<file path="src/rtl/map_pkg.sv">
// Shared constants for the map scan generator and the map/digit renderer.
// Timing, window geometry and colours live here so both sides agree.
package map_pkg;

  localparam int CLK_DIV   = 4;

  localparam int H_DISPLAY = 640;
  localparam int H_FRONT   = 16;
  localparam int H_SYNC    = 96;
  localparam int H_BACK    = 48;
  localparam int H_TOTAL   = H_DISPLAY + H_FRONT + H_SYNC + H_BACK;

  localparam int V_DISPLAY = 480;
  localparam int V_FRONT   = 10;
  localparam int V_SYNC    = 2;
  localparam int V_BACK    = 33;
  localparam int V_TOTAL   = V_DISPLAY + V_FRONT + V_SYNC + V_BACK;

  localparam int MAP_X0    = 85;
  localparam int MAP_Y0    = 10;
  localparam int MAP_W     = 470;
  localparam int MAP_H     = 460;
  localparam int PHY_WIDTH = 14;

  localparam logic [11:0] MAP_COLOR   = 12'h0A4;
  localparam logic [11:0] DIGIT_COLOR = 12'hFF0;

  localparam int DIGIT_WIDTH = 16;
  localparam int DIGIT_X0    = 20;
  localparam int DIGIT_Y0    = 20;

  // Half-open interval test: lo <= x < hi.
  function automatic logic in_span(input logic [10:0] x,
                                   input logic [10:0] lo,
                                   input logic [10:0] hi);
    return (x >= lo) && (x < hi);
  endfunction

endpackage

</file>
<file path="src/rtl/vga_sync_counter.sv">
// Pixel-rate divider plus horizontal/vertical raster counters.
// tick is high for the clk in which the divider is at its last count.
module vga_sync_counter #(
  parameter int CLK_DIV = 4,
  parameter int H_TOTAL = 800,
  parameter int V_TOTAL = 525
) (
  input  logic       clk,
  input  logic       rst,
  output logic       tick,
  output logic [9:0] h,
  output logic [9:0] v
);

  localparam int DIV_W = (CLK_DIV > 1) ? $clog2(CLK_DIV) : 1;

  logic [DIV_W-1:0] div;

  assign tick = (div == DIV_W'(CLK_DIV - 1));

  always_ff @(posedge clk) begin
    if (rst) begin
      div <= '0;
      h   <= '0;
      v   <= '0;
    end else begin
      if (tick) begin
        div <= '0;
      end else begin
        div <= div + 1'b1;
      end
      if (tick) begin
        if (h == 10'(H_TOTAL - 1)) begin
          h <= '0;
          if (v == 10'(V_TOTAL - 1)) begin
            v <= '0;
          end else begin
            v <= v + 1'b1;
          end
        end else begin
          h <= h + 1'b1;
        end
      end
    end
  end

endmodule

</file>
<file path="src/rtl/map_scan_gen.sv">
// VGA timing and map-window coordinate generator; every output is registered
// on the pixel tick from the pre-increment raster position.
module map_scan_gen #(
  parameter int CLK_DIV   = map_pkg::CLK_DIV,
  parameter int H_DISPLAY = map_pkg::H_DISPLAY,
  parameter int H_FRONT   = map_pkg::H_FRONT,
  parameter int H_SYNC    = map_pkg::H_SYNC,
  parameter int H_BACK    = map_pkg::H_BACK,
  parameter int V_DISPLAY = map_pkg::V_DISPLAY,
  parameter int V_FRONT   = map_pkg::V_FRONT,
  parameter int V_SYNC    = map_pkg::V_SYNC,
  parameter int V_BACK    = map_pkg::V_BACK,
  parameter int MAP_X0    = map_pkg::MAP_X0,
  parameter int MAP_Y0    = map_pkg::MAP_Y0,
  parameter int MAP_W     = map_pkg::MAP_W,
  parameter int MAP_H     = map_pkg::MAP_H,
  parameter int PHY_WIDTH = map_pkg::PHY_WIDTH
) (
  input  logic                 clk,
  input  logic                 rst,
  input  logic [4:0]           camera_y_in,
  output logic                 pixel_tick,
  output logic                 hsync,
  output logic                 vsync,
  output logic                 video_on,
  output logic [9:0]           pixel_x,
  output logic [9:0]           pixel_y,
  output logic                 map_on,
  output logic [PHY_WIDTH-1:0] map_x,
  output logic [PHY_WIDTH-1:0] map_y,
  output logic [4:0]           camera_y,
  output logic                 frame_start
);

  import map_pkg::*;

  localparam int H_TOT    = H_DISPLAY + H_FRONT + H_SYNC + H_BACK;
  localparam int V_TOT    = V_DISPLAY + V_FRONT + V_SYNC + V_BACK;
  localparam int HS_START = H_DISPLAY + H_FRONT;
  localparam int VS_START = V_DISPLAY + V_FRONT;

  logic        tick;
  logic [9:0]  h;
  logic [9:0]  v;

  logic [10:0] hx;
  logic [10:0] vx;
  logic        hs_n;
  logic        vs_n;
  logic        vid;
  logic        mon;
  logic [10:0] dx;
  logic [10:0] dy;
  logic        first;
  logic        cam_sample;

  vga_sync_counter #(
    .CLK_DIV(CLK_DIV),
    .H_TOTAL(H_TOT),
    .V_TOTAL(V_TOT)
  ) u_counter (
    .clk (clk),
    .rst (rst),
    .tick(tick),
    .h   (h),
    .v   (v)
  );

  always_comb begin
    hx         = {1'b0, h};
    vx         = {1'b0, v};
    hs_n       = !in_span(hx, 11'(HS_START), 11'(HS_START + H_SYNC));
    vs_n       = !in_span(vx, 11'(VS_START), 11'(VS_START + V_SYNC));
    vid        = (hx < 11'(H_DISPLAY)) && (vx < 11'(V_DISPLAY));
    mon        = in_span(hx, 11'(MAP_X0), 11'(MAP_X0 + MAP_W)) &&
                 in_span(vx, 11'(MAP_Y0), 11'(MAP_Y0 + MAP_H));
    dx         = hx - 11'(MAP_X0);
    dy         = vx - 11'(MAP_Y0);
    first      = (h == '0) && (v == '0);
    // Level index is latched at the first pixel of vertical blanking.
    cam_sample = (h == '0) && (vx == 11'(V_DISPLAY));
  end

  always_ff @(posedge clk) begin
    if (rst) begin
      pixel_tick  <= 1'b0;
      hsync       <= 1'b1;
      vsync       <= 1'b1;
      video_on    <= 1'b0;
      pixel_x     <= '0;
      pixel_y     <= '0;
      map_on      <= 1'b0;
      map_x       <= '0;
      map_y       <= '0;
      camera_y    <= '0;
      frame_start <= 1'b0;
    end else begin
      pixel_tick  <= tick;
      frame_start <= 1'b0;
      if (tick) begin
        hsync       <= hs_n;
        vsync       <= vs_n;
        video_on    <= vid;
        pixel_x     <= vid ? h : '0;
        pixel_y     <= vid ? v : '0;
        map_on      <= mon;
        map_x       <= mon ? PHY_WIDTH'(dx) : '0;
        map_y       <= mon ? PHY_WIDTH'(dy) : '0;
        frame_start <= first;
        if (cam_sample) begin
          camera_y <= camera_y_in;
        end
      end
    end
  end

endmodule

</file>
<file path="config.mk">
export PLATFORM = sky130hd
export DESIGN_NAME = map_scan_gen
export DESIGN_NICKNAME = d
export VERILOG_FILES = /design/src/rtl/map_pkg.sv /design/src/rtl/vga_sync_counter.sv /design/src/rtl/map_scan_gen.sv
export SDC_FILE = /design/constraint.sdc
export NUM_CORES = 1
export LEC_CHECK = 0
export CORE_ASPECT_RATIO = 0.8
export CORE_MARGIN = 4
export CORE_UTILIZATION = 45
export CTS_CLUSTER_SIZE = 12
export DETAILED_ROUTE_END_ITERATION = 12
export PLACE_DENSITY = 0.69
export RECOVER_POWER = 100
export SLEW_MARGIN = 10
export SYNTH_ARGS = -nofsm -noshare
export SYNTH_HDL_FRONTEND = slang
export SYNTH_HIERARCHICAL = 1
export SYNTH_SLANG_ARGS = --single-unit
</file>
<file path="constraint.sdc">
create_clock -name clk -period 3.4 [get_ports clk]
set_input_delay 0.68 -clock clk [delete_from_list [all_inputs] [get_ports clk]]
set_output_delay 0.68 -clock clk [all_outputs]
set_load 0.02 [all_outputs]
</file>
==> summary.txt, run 1 <==
Max-cap viol count - 0
Most common cell after layout, fill and taps aside - dfxtp_1
Total Neg Setup Slack - 0 ns
RR Startpoint - u_counter/div[0]
Initial Utilization - 46.45%
Area growth from synthesis to layout - 21.04%
Clock power share - 40.3%
Clk sinks - 75
Initial antenna violation count - 0
Post-cts resize count - 0
Ratio of cells with drive above 1 in the final layout - 7.857%
Hold/Removal Path Class - flop to flop
Num CTS Buffers - 9
Req. time, crit path - 3.64 ns
DR DRC count - 0
Hold_buf cts - 0
Clk Latency, worst-skew pair - 0.34 ns
Via density - 5.229
Minimum clock period - 2.704 ns
Nets - 433
Kind of critical path - input port to flop
Post-CTS Setup Inserts - 0
Critical path data arrival time - 2.94 ns
CP max-delay cell - clkbuf_1
Remaining Overflow, GRT - 0
Switching Fraction - 22.70%
Syn avg cell area - 9.451 um^2
Placed inst area - 4079 um^2
Final GP Congestion - 0.7837
DR iter-0 viols - 116
Final Cell Area - 4175 um^2
Antenna Cells - 0
Sequential fraction of design power - 55.5%
Pleak - 0.001719 uW
CP delay by family, top - buffers and inverters
P_sw - 364.1 uW
Startpoint types - input port
Antenna viol nets, final - 0
Setup crit end kind - flop
Die height - 86.31 um
Largest incremental delay on the critical path - 0.72 ns
CTS tree - built
Via Count - 2745
Overall power consumption - 1604 uW
Final slew viol count - 0
Hold_ws - 0.4303 ns
Synth warnings - 6
Final hold violations - 0
Pre-Repair DR Iteration Count - 4
CP Capture Point - pixel_x[8]
R2R depth - 6
Cell variety after synth - 62
WL/cell - 14.77 um
CP Launch Point - rst
Post-layout util - 56.22%
Number of synthesized flops with an enable pin - 0
Worst-path maximum fanout - 44
Final period util - 79.54%
Top FF cell, synth - dfxtp_1
Clock skew - 0.008818 ns
Site row count - 28
First-pass GRT wire length - 13190 um
Final wirelength - 7756 um
P_int - 1240 uW
Largest net degree at the start of global routing - 45
Die X - 105.9 um
Buffers & Inverters on Critical Path - 3
Post-Syn Area - 3450 um^2
R2r endpoint - pixel_x[4]
CTS clk-pin slew, worst paths - 0.07 ns
Max Freq - 369.8 MHz
Detailed Place HPWL - 5464 um
Final setup fails - 0
WHS Path Cells - 1
Cells after Synth - 365
H-tree level count - 3
Fill count - 716
Outcome - finished, final reports clean
Full die area - 9139 um^2
Slew margin rel. - 36.87%
RSZ-0062 raised after global routing - no
Total Routing Usage GR - 17.72%
Most frequent cells in the layout - 75 x dfxtp_1, 54 x dlygate4sd3_1, 33 x nand2_1, 27 x o21ai_0, 23 x nor2_1
Number of I/O port buffers - 59
Asr flop ratio synth - 0%
Power density over the cells - 384.2 nW/um^2
Logic pwr share - 4.2%
R2r setup slk - 1.12 ns
Critical Path Stages - 5
Worst path cell trace - dlygate4sd3_1, clkbuf_1, nor2_2, clkbuf_2, a22o_2
Clock Path Buffers - 2
Measured slew at the worst slew-check pin - 0.9470 ns
Vias in the first global route - 2729
Clk root buf - clkbuf_8
VDD IR max - 317.0 uV
Seq/Total Area, Yosys - 43.53%
Core area - 7427 um^2
Synth Register Bits - 75
# IOs - 66
==> cells in the mapped netlist (all sizes together), types with 8 or more instances <==
cell type / count / area, um^2
nor2: 24 / 90.09
xnor2: 14 / 122.6
o21ai: 28 / 211.5
a21oi: 8 / 40.04
nand4: 8 / 71.32
nand3: 12 / 65.06
inv: 15 / 56.30
a22o: 19 / 167.7
dfxtp: 75 / 1501
xor2: 11 / 96.34
clkbuf: 16 / 61.30
ha: 10 / 125.1
nand2: 33 / 123.9
buf: 13 / 95.09
==> sequential cells by signal (all words and copies together), names as in the netlist <==
| register | count |
|---|---|
| camera_y | 5 |
| u_counter/h | 10 |
| map_x | 11 |
| vsync | 1 |
| hsync | 1 |
| pixel_y | 10 |
| u_counter/v | 10 |
| map_on | 1 |
| pixel_tick | 1 |
| frame_start | 1 |
| u_counter/div | 2 |
| map_y | 11 |
| pixel_x | 10 |
| video_on | 1 |
==> routing by layer <==
layer / wire length, um / global-route usage [%]
met1: 3700 / 23.43
met3: 524 / 4.468
met4: 46 / 5.059
met2: 3484 / 28.99
met5: 0 / 0
==> final cells by class <==
type	count	area, um^2	area share [%]
multi-input combinational	251	1682	40.28
clock buffer	10	127.6	3.057
clock inverter	5	55.05	1.319
sequential	75	1501	35.96
timing repair buffer	64	621.8	14.89
tap	105	131.4	3.147
inverter	15	56.30	1.349
==> metrics by stage <==
step	setup slack [ns]	std cells
6_report	0.6957	525
5_1_grt	0.4975	525
4_1_cts	1.100	525
3_5_place_dp	0.9929	510
3_3_place_gp	1.018	510
2_1_floorplan	1.529	370
==> power by group through the flow <==
stage	clock network (uW)	registers (uW)	logic, uW
detailed placement	0	911	69.9
finish	647	890	66.6
global placement	0	911	69.0
global route	699	891	73.8
floorplan	0	913	48.9
CTS	666	890	70.0
==> worst reg2reg max path, cell delays in order (launching register included) <==
cell and delay [ns]:
dfxtp_1 0.34, ha_1 0.54, nor2b_1 0.32, nand2b_1 0.15, a211oi_2 0.41, buf_4 0.30, a22o_1 0.16
==> worst min-delay path by stage <==
| stage | from | to | slack, ns |
|---|---|---|---|
| after floorplan | u_counter/div[0] | u_counter/div[0] | 0.40 |
| after global placement | u_counter/div[0] | u_counter/div[0] | 0.41 |
| after detailed placement | u_counter/div[0] | u_counter/div[0] | 0.42 |
| after CTS | u_counter/div[0] | u_counter/div[0] | 0.43 |
| after global routing | u_counter/div[0] | u_counter/div[0] | 0.44 |
| final | u_counter/div[0] | u_counter/div[0] | 0.43 |
==> cell families (layout without fill, tap and decap cells) <==
logic type	after synthesis	after routing	synth area share, %
DFF	75	75	43.53
other	1	6	0.1087
buffers and inverters	44	94	6.166
xor gates and xnor gates	25	25	6.347
and+or+nand+nor	128	128	21.18
AOI/OAI and AO/OA	77	77	17.59
muxes	5	5	1.451
adders and majority gates	10	10	3.627
Note: power is estimated with default switching activity, not from simulation.
==> inputs of run 2 (changes only) <==
- clock period: 3.4 -> 2.6 ns (I/O delays scaled with it)
==> run 2 against run 1 <==
Against the previous run:
- die area did not move
- combinational power rose by 33%
- clock skew rose by 0.0018 ns
- sequential share of layout area fell by 0.84 points
- cell count rose by 1.1%
- sequential power rose by 30%
- largest cell class unchanged
- highest routed layer unchanged
==> summary.txt, run 2 (synthesis results as in run 1) <==
Most common cell after layout, fill and taps aside - dfxtp_1 (unchanged)
Post-CTS Setup Inserts - 0 (unchanged)
Worst-path maximum fanout - 7 (was 44)
Final setup fails - 0 (unchanged)
Core area - 7427 um^2 (unchanged)
Antenna viol nets, final - 0 (unchanged)
Power density over the cells - 545.0 nW/um^2 (was 384.2 nW/um^2)
Largest incremental delay on the critical path - 0.49 ns (was 0.72 ns)
Clk Latency, worst-skew pair - 0.35 ns (was 0.34 ns)
WL/cell - 15.13 um (was 14.77 um)
Initial antenna violation count - 0 (unchanged)
P_int - 1823 uW (was 1240 uW)
Req. time, crit path - 2.84 ns (was 3.64 ns)
Measured slew at the worst slew-check pin - 0.8512 ns (was 0.9470 ns)
Most frequent cells in the layout - 75 x dfxtp_1, 54 x dlygate4sd3_1, 33 x nand2_1, 27 x o21ai_0, 23 x nor2_1 (unchanged)
Detailed Place HPWL - 5619 um (was 5464 um)
Area growth from synthesis to layout - 23.94% (was 21.04%)
Number of I/O port buffers - 59 (unchanged)
Hold_buf cts - 0 (unchanged)
Final GP Congestion - 0.8478 (was 0.7837)
Register area - 1501 um^2 (unchanged)
Largest net degree at the start of global routing - 45 (unchanged)
Final slew viol count - 0 (unchanged)
VDD IR max - 280.9 uV (was 317.0 uV)
Num CTS Buffers - 9 (unchanged)
CP delay by family, top - simple AND/OR/NAND/NOR gates (was buffers and inverters)
Final hold violations - 0 (unchanged)
Footprint of the multi-input gates - 1667 um^2 (was 1682 um^2)
Ratio of cells with drive above 1 in the final layout - 9.390% (was 7.857%)
Critical path data arrival time - 2.35 ns (was 2.94 ns)
Pleak - 0.001775 uW (was 0.001719 uW)
Worst path cell trace - or2_0, nor4_1, and4_1, mux2i_1, nor2_1 (was dlygate4sd3_1, clkbuf_1, nor2_2, clkbuf_2, a22o_2)
Minimum clock period - 2.111 ns
Clk root buf - clkbuf_8 (unchanged)
Hold/Removal Path Class - flop to flop (unchanged)
Hold_ws - 0.4252 ns (was 0.4303 ns)
Setup crit end kind - flop (unchanged)
Remaining Overflow, GRT - 0 (unchanged)
Die X - 105.9 um (unchanged)
DR DRC count - 0 (unchanged)
Total Neg Setup Slack - 0 ns (unchanged)
Startpoint types - flop (was input port)
Switching Fraction - 21.77% (was 22.70%)
# IOs - 66 (unchanged)
Clock power share - 46.3% (was 40.3%)
Pre-Repair DR Iteration Count - 6 (was 4)
H-tree level count - 3 (unchanged)
Kind of critical path - flop to flop (was input port to flop)
Worst setup margin - 0.4892 ns (was 0.6957 ns)
Max Freq - 473.8 MHz
Site row count - 28 (unchanged)
Clock skew - 0.01062 ns (was 0.008818 ns)
Total Routing Usage GR - 18.19% (was 17.72%)
Fill count - 695 (was 716)
Nets - 439 (was 433)
Logic pwr share - 3.8% (was 4.2%)
DR iter-0 viols - 162 (was 116)
CTS tree - built (unchanged)
RSZ-0062 raised after global routing - no (unchanged)
Sequential fraction of design power - 49.9% (was 55.5%)
Clock Path Buffers - 2 (unchanged)
Biggest regs - map_x x11, map_y x11 (unchanged)
Via Count - 2771 (was 2745)
CTS clk-pin slew, worst paths - 0.08 ns (was 0.07 ns)
Antenna Cells - 0 (unchanged)
Full die area - 9139 um^2 (unchanged)
Buffers & Inverters on Critical Path - 0 (was 3)
Post-cts resize count - 0 (unchanged)
Place WS - 0.4304 ns (was 0.9929 ns)
Vias in the first global route - 2684 (was 2729)
First-pass GRT wire length - 13330 um (was 13190 um)
Final wirelength - 8034 um (was 7756 um)
Die height - 86.31 um (unchanged)
Final period util - 81.18%
Initial Utilization - 46.45% (unchanged)
Max-cap viol count - 0 (unchanged)
Outcome - finished, final reports clean (unchanged)
CP max-delay cell - and4_1 (was clkbuf_1)
P_sw - 507.2 uW (was 364.1 uW)
Via density - 5.218 (was 5.229)
Clk sinks - 75 (unchanged)
Slew margin rel. - 43.25% (was 36.87%)
## run 2: cell types whose count changed in the layout (fill, tap and decap cells not counted)
| cell | before | now |
|---|---|---|
| buf_12 | 0 | 1 |
| nand4_4 | 1 | 0 |
| clkinvlp_4 | 2 | 0 |
| or2_1 | 1 | 0 |
| nand4_1 | 6 | 7 |
| inv_6 | 0 | 1 |
| clkbuf_1 | 2 | 0 |
| clkinv_4 | 0 | 1 |
| clkinv_2 | 2 | 1 |
| or2_0 | 0 | 1 |
| buf_4 | 3 | 9 |
| bufinv_16 | 1 | 3 |
## run 2: power groups by stage
stage	registers, uW	clock network [uW]	logic (uW)
6_report	1160	1080	88.4
5_1_grt	1160	1150	98.5
2_1_floorplan	1190	0	63.9
3_3_place_gp	1190	0	95.0
3_5_place_dp	1190	0	97.0
4_1_cts	1160	1100	97.5
## run 2: worst paths after layout
check                         from  cells past startpoint  slack (ns)               end
setup reg to reg    u_counter/h[8]                      5        0.49       camera_y[1]
setup / recovery    u_counter/h[8]                      5        0.49       camera_y[1]
hold reg to reg   u_counter/div[0]                      1        0.43  u_counter/div[0]
hold / removal    u_counter/div[0]                      1        0.43  u_counter/div[0]
## run 2: per-stage QoR
| step | cells | cell area, um^2 | util, % | total power, uW |
|---|---|---|---|---|
| after detailed placement | 516 | 4149 | 55.86 | 1288 |
| after CTS | 531 | 4385 | 59.05 | 2357 |
| after global placement | 516 | 4149 | 55.86 | 1286 |
| final | 531 | 4275 | 57.56 | 2330 |
| after global routing | 531 | 4275 | 57.56 | 2409 |
| after floorplan | 370 | 3468 | - | 1257 |
## run 2: cell type report
type                       count  area share (%)
clock inverter                 6           2.634
tap                          105           3.073
timing repair buffer          70           15.98
multi-input combinational    251           38.98
clock buffer                   9           2.897
inverter                      15           1.317
sequential                    75           35.12
## run 2: per-layer routing
layer / vias to the layer above / wire (um) / GRT usage [%]
met5: - / 0 / 0
met4: 0 / 98 / 6.706
met3: 11 / 461 / 4.840
met2: 80 / 3397 / 27.31
met1: 1285 / 4076 / 25.25
li1: 1395 / - / -
## run 2: worst reg2reg max path: cells and delay by family, from the launching register on
family | cells | cell delay, ns
flip-flops | 1 | 0.41
AND/OR/NAND/NOR | 4 | 1.36
multiplexers | 1 | 0.23
